## src/rtl/weight_fetch_sequencer.sv

```systemverilog
// Weight-fetch request sequencer: walks every (id, od-pair) of a layer with a valid/ready handshake.
// Define WSEQ_OD_OUTER_EN to swap the walk order to od outer, id inner.
module weight_fetch_sequencer #(
    parameter int unsigned OD_W = 8,
    parameter int unsigned ID_W = 4
) (
    input  logic            clk,
    input  logic            reset,
    input  logic            start_i,
    input  logic [OD_W-1:0] total_od_i,
    input  logic [ID_W-1:0] total_id_i,
    input  logic            ready_i,
    output logic [OD_W-1:0] weight_od1_o,
    output logic [ID_W-1:0] weight_id_o,
    output logic            weight_main_valid_o,
    output logic            od2_valid_o,
    output logic            busy_o,
    output logic            done_o
);

    typedef enum logic [1:0] {StIdle, StRun, StDrain, StDone} state_e;

    state_e          state_q;
    logic [OD_W-1:0] tot_od_q, od_q;
    logic [ID_W-1:0] tot_id_q, id_q;
    logic            valid_q, od2_valid_q, busy_q, done_q;

    logic [OD_W:0]   od_plus2;
    logic [ID_W:0]   id_plus1;
    logic            od_last, id_last;
    logic [OD_W-1:0] od_nxt;
    logic [ID_W-1:0] id_nxt;
    logic            seq_end, od2_nxt;

    // One extra bit so od+2 never wraps before the compare against the total.
    assign od_plus2 = {1'b0, od_q} + (OD_W+1)'(2);
    assign id_plus1 = {1'b0, id_q} + (ID_W+1)'(1);
    assign od_last  = od_plus2 >= {1'b0, tot_od_q};
    assign id_last  = id_plus1 == {1'b0, tot_id_q};

    always_comb begin
        od_nxt  = od_q;
        id_nxt  = id_q;
        seq_end = 1'b0;
`ifdef WSEQ_OD_OUTER_EN
        if (id_last) begin
            id_nxt  = '0;
            seq_end = od_last;
            if (!od_last) od_nxt = od_plus2[OD_W-1:0];
        end else begin
            id_nxt = id_plus1[ID_W-1:0];
        end
`else
        if (od_last) begin
            od_nxt  = '0;
            id_nxt  = id_plus1[ID_W-1:0];
            seq_end = id_last;
        end else begin
            od_nxt = od_plus2[OD_W-1:0];
        end
`endif
        od2_nxt = (({1'b0, od_nxt} + (OD_W+1)'(1)) < {1'b0, tot_od_q}) && !seq_end;
    end

    always_ff @(posedge clk or negedge reset) begin
        if (!reset) begin
            state_q     <= StIdle;
            tot_od_q    <= '0;
            tot_id_q    <= '0;
            od_q        <= '0;
            id_q        <= '0;
            valid_q     <= 1'b0;
            od2_valid_q <= 1'b0;
            busy_q      <= 1'b0;
            done_q      <= 1'b0;
        end else begin
            case (state_q)
                StIdle: begin
                    if (start_i) begin
                        tot_od_q <= total_od_i;
                        tot_id_q <= total_id_i;
                        od_q     <= '0;
                        id_q     <= '0;
                        busy_q   <= 1'b1;
                        if (total_od_i == '0 || total_id_i == '0) begin
                            state_q <= StDone;
                            done_q  <= 1'b1;
                        end else begin
                            state_q     <= StRun;
                            valid_q     <= 1'b1;
                            od2_valid_q <= total_od_i > OD_W'(1);
                        end
                    end
                end
                StRun: begin
                    if (ready_i) begin
                        od_q        <= od_nxt;
                        id_q        <= id_nxt;
                        od2_valid_q <= od2_nxt;
                        if (seq_end) begin
                            state_q <= StDrain;
                            valid_q <= 1'b0;
                        end
                    end
                end
                StDrain: begin
                    state_q <= StDone;
                    done_q  <= 1'b1;
                end
                StDone: begin
                    state_q <= StIdle;
                    done_q  <= 1'b0;
                    busy_q  <= 1'b0;
                end
                default: state_q <= StIdle;
            endcase
        end
    end

    assign weight_od1_o        = od_q;
    assign weight_id_o         = id_q;
    assign weight_main_valid_o = valid_q;
    assign od2_valid_o         = od2_valid_q;
    assign busy_o              = busy_q;
    assign done_o              = done_q;

endmodule

```

## config.mk

```make
export PLATFORM = sky130hd
export DESIGN_NAME = weight_fetch_sequencer
export DESIGN_NICKNAME = d
export VERILOG_FILES = /design/src/rtl/weight_fetch_sequencer.sv
export SDC_FILE = /design/constraint.sdc
export NUM_CORES = 1
export LEC_CHECK = 0
export CAP_MARGIN = 5
export CORE_UTILIZATION = 49
export CTS_CLUSTER_DIAMETER = 60
export DETAILED_ROUTE_END_ITERATION = 6
export PLACE_DENSITY = 0.74
export SYNTH_ARGS = -nofsm -noshare
export SYNTH_HDL_FRONTEND = slang
export SYNTH_SLANG_ARGS = --single-unit
```

## constraint.sdc

```tcl
create_clock -name clk -period 5.5 [get_ports clk]
set_input_delay 0.825 -clock clk [delete_from_list [all_inputs] [get_ports clk]]
set_output_delay 0.825 -clock clk [all_outputs]
set_load 0.02 [all_outputs]
```

==> results.yml <==
worst_setup_path:
  critical_path_class: "reg -> reg"
  cp-start-kind: "flop"
  worstPathArrival_ns: 4.29
  cp-end-kind: "flop"
  worst_ep_required_time_ns: 5.70
  cp_max_fo: 10
clocking:
  path_clk_slew_ns: 0.06
  cts_root_buf: "clkbuf_8"
  cts_htree_levels: 2
  cts_tree: "yes"
  numCtsBuffers: 5
  postCtsHoldBufs: 0
  clk_latency_ns: 0.28
  postCtsSetupRepairBufs: 0
  cts.sinks: 30
  clk_path_buf_depth: 2
  cts.repair.resized: 0
synth:
  ys_warn_count: 0
  synth_nets: 251
  yosysSeqAreaShare: 0.358
  synthFlopType: "dfrtp_1"
  synth_cells: 213
  yosysTopAreaCellShare: 0.358
  ys_ff_latch: 30
  synth_largest_area_cell: "dfrtp_1"
  ys_types: 43
  synth.avg_cell_area_um2: 9.84
  synth_edf_count: 0
  synth-async-reset-ratio: 1.00
  yosys-top-cells-area: "dfrtp_1 36%, ha_1 13%, mux2_2 7.0%, xnor2_1 5.4%, a22o_1 3.8%"
  synth_area_um2: 2100
route:
  antenna_left: 0
  vias: 1637
  drc: 0
  routedWlPerCell_um: 14.1
  drt-total-wl_um: 4200
  first_pass_iters: 4
  drt_iter0_drc: 97
  via_per_inst: 5.49
timing:
  clock_skew_ns: 0.00714
  rsz0062_at_grt: "false"
  final_hold_viol_count: 0
  drv_slew: 0
  maxSlewHeadroom: 0.610
  setup-tns-final_ns: 0
  timing.fmax_mhz: 245
  setup_violations: 0
  period_share: 0.743
  tightest_slew_ns: 0.583
  finalCriticalPeriod_ns: 4.09
grt:
  globalRouteOverflowTotal: 0
  grt_pass1_vias: 1599
  grt_antenna_before_repair: 0
  gr-usage-all-layers: 0.211
  grt_start_max_net_pins: 31
  grt_pass1_wl_um: 7110
final_layout:
  drive_gt1_frac: 0.125
  diodes: 0
  final_cell_mix: "31 x clkdlybuf4s50_1, 30 x dfrtp_1, 22 x ha_1"
  synthToLayoutAreaGrowth_pct: 21.3
  final_common_cell: "clkdlybuf4s50_1"
  layout.nets: 285
  fin_cells: 298
  nFillCells: 341
  fin_area_um2: 2540
place:
  placed_cell_area_um2: 2450
  port_buffers: 31
  post-place-cells: 290
  place_congestion: 0.885
  dp_hpwl_um: 3290
hold_path:
  hold_class: "reg -> reg"
floorplanning:
  fp.dieH_um: 67.4
  rows: 23
  coreArea_um2: 4060
  io_pins: 32
  initial_core_util: 0.516
  die_w_um: 67.4
  die-area_um2: 4540
power:
  p_sw_mw: 0.484
  seq_power_share: 0.303
  pwr-share-clk: 0.152
  power_density_nw_per_um2: 466
  switching_share: 0.409
  cellLeakagePower_nw: 1.18
  intPower_mw: 0.700
  combPwrFrac: 0.544
  ir_drop_mv: 0.283
run_status:
  outcome: "finished, final reports clean"
flow_run:
  maxCapViolations: 0
==> through the flow <==
stage	hold WS, ns	setup WS [ns]	util	power, mW
global placement	0.489	1.48	0.604	0.996
global route	0.523	1.06	0.626	1.29
CTS	0.508	1.44	0.626	1.19
detailed placement	0.494	1.45	0.604	1.01
finish	0.503	1.41	0.626	1.18
floorplan	0.479	1.71	-	0.841
==> power groups by stage <==
stage	clock (mW)	combinational, mW	sequential, mW
after floorplan	0	0.465	0.376
after global placement	0	0.636	0.360
after detailed placement	0	0.645	0.364
after global routing	0.197	0.723	0.371
after CTS	0.186	0.648	0.360
final	0.180	0.645	0.359
==> synth_stat cells, types with 2 or more instances <==
| master | count |
|---|---|
| o21a_1 | 3 |
| a21o_1 | 3 |
| nor2_1 | 16 |
| clkbuf_1 | 4 |
| xor2_1 | 3 |
| nand4_1 | 3 |
| nand3_1 | 6 |
| mux2_2 | 13 |
| a22o_1 | 9 |
| o21ai_1 | 3 |
| o21ai_0 | 9 |
| and3_1 | 4 |
| nor3_1 | 2 |
| xnor2_1 | 13 |
| ha_1 | 22 |
| nand2b_1 | 3 |
| dfrtp_1 | 30 |
| inv_1 | 16 |
| mux2i_1 | 2 |
| nand2_1 | 14 |
| a21oi_1 | 11 |
| or4_1 | 2 |
| o22ai_1 | 2 |
==> logic make-up after synthesis <==
| kind of cell | count (synthesis) | share of synthesized area |
|---|---|---|
| buf+inv | 22 | 0.0430 |
| compound gates | 48 | 0.164 |
| simple gates | 58 | 0.144 |
| fa+ha+maj | 22 | 0.131 |
| mux | 17 | 0.0919 |
| flops | 30 | 0.358 |
| xor+xnor | 16 | 0.0669 |
==> area by class of cell <==
class / instances / area [um2] / area share
clock buffer: 7 / 86.3 / 0.0340
clock inverter: 1 / 5.00 / 0.00197
inverter: 17 / 63.8 / 0.0251
multi-input combinational: 161 / 1250 / 0.494
sequential: 30 / 751 / 0.295
tap: 50 / 62.6 / 0.0246
timing repair buffer: 32 / 318 / 0.125
==> sequential cells by signal, indices dropped and copies added (netlist names) <==
register / flops
tot_od_q: 8
weight_od1_o: 8
tot_id_q: 4
weight_id_o: 4
state_q: 2
busy_o: 1
done_o: 1
od2_valid_o: 1
weight_main_valid_o: 1
==> critical path, stage by stage, from the launching register on <==
cell and delay (ns):
dfrtp_1 0.43, ha_1 0.26, nand2_1 0.08, nor2_1 0.05, xnor2_1 0.27, inv_1 0.12, ha_1 0.32, a21oi_1 0.12
o21ai_1 0.10, a211o_1 0.41, nor2_1 0.19, ha_1 0.20, and3_1 0.20, and3_1 0.20, xnor2_1 0.12, nor2_1 0.06
ha_1 0.30, a21o_1 0.16, a21oi_1 0.15, nand4_1 0.11, o22ai_1 0.15
==> per-layer routing <==
metal,GRT usage,vias up,wire length (um)
met1,0.279,761,2010
met4,0.0612,0,64
met2,0.334,35,1980
met3,0.0608,9,153
li1,-,832,-
met5,0,-,0
==> worst paths after layout <==
path	to	slack, ns	cells past startpoint	start
max	od2_valid_o	1.41	20	weight_od1_o[1]
min	tot_od_q[7]	0.50	1	tot_od_q[7]
max reg2reg	od2_valid_o	1.41	20	weight_od1_o[1]
min reg2reg	tot_od_q[7]	0.50	1	tot_od_q[7]
max in group asynchronous	tot_od_q[6]	4.27	2	reset
min in group asynchronous	weight_od1_o[6]	0.94	2	reset
No activity file was read; power rests on OpenSTA's default activity.
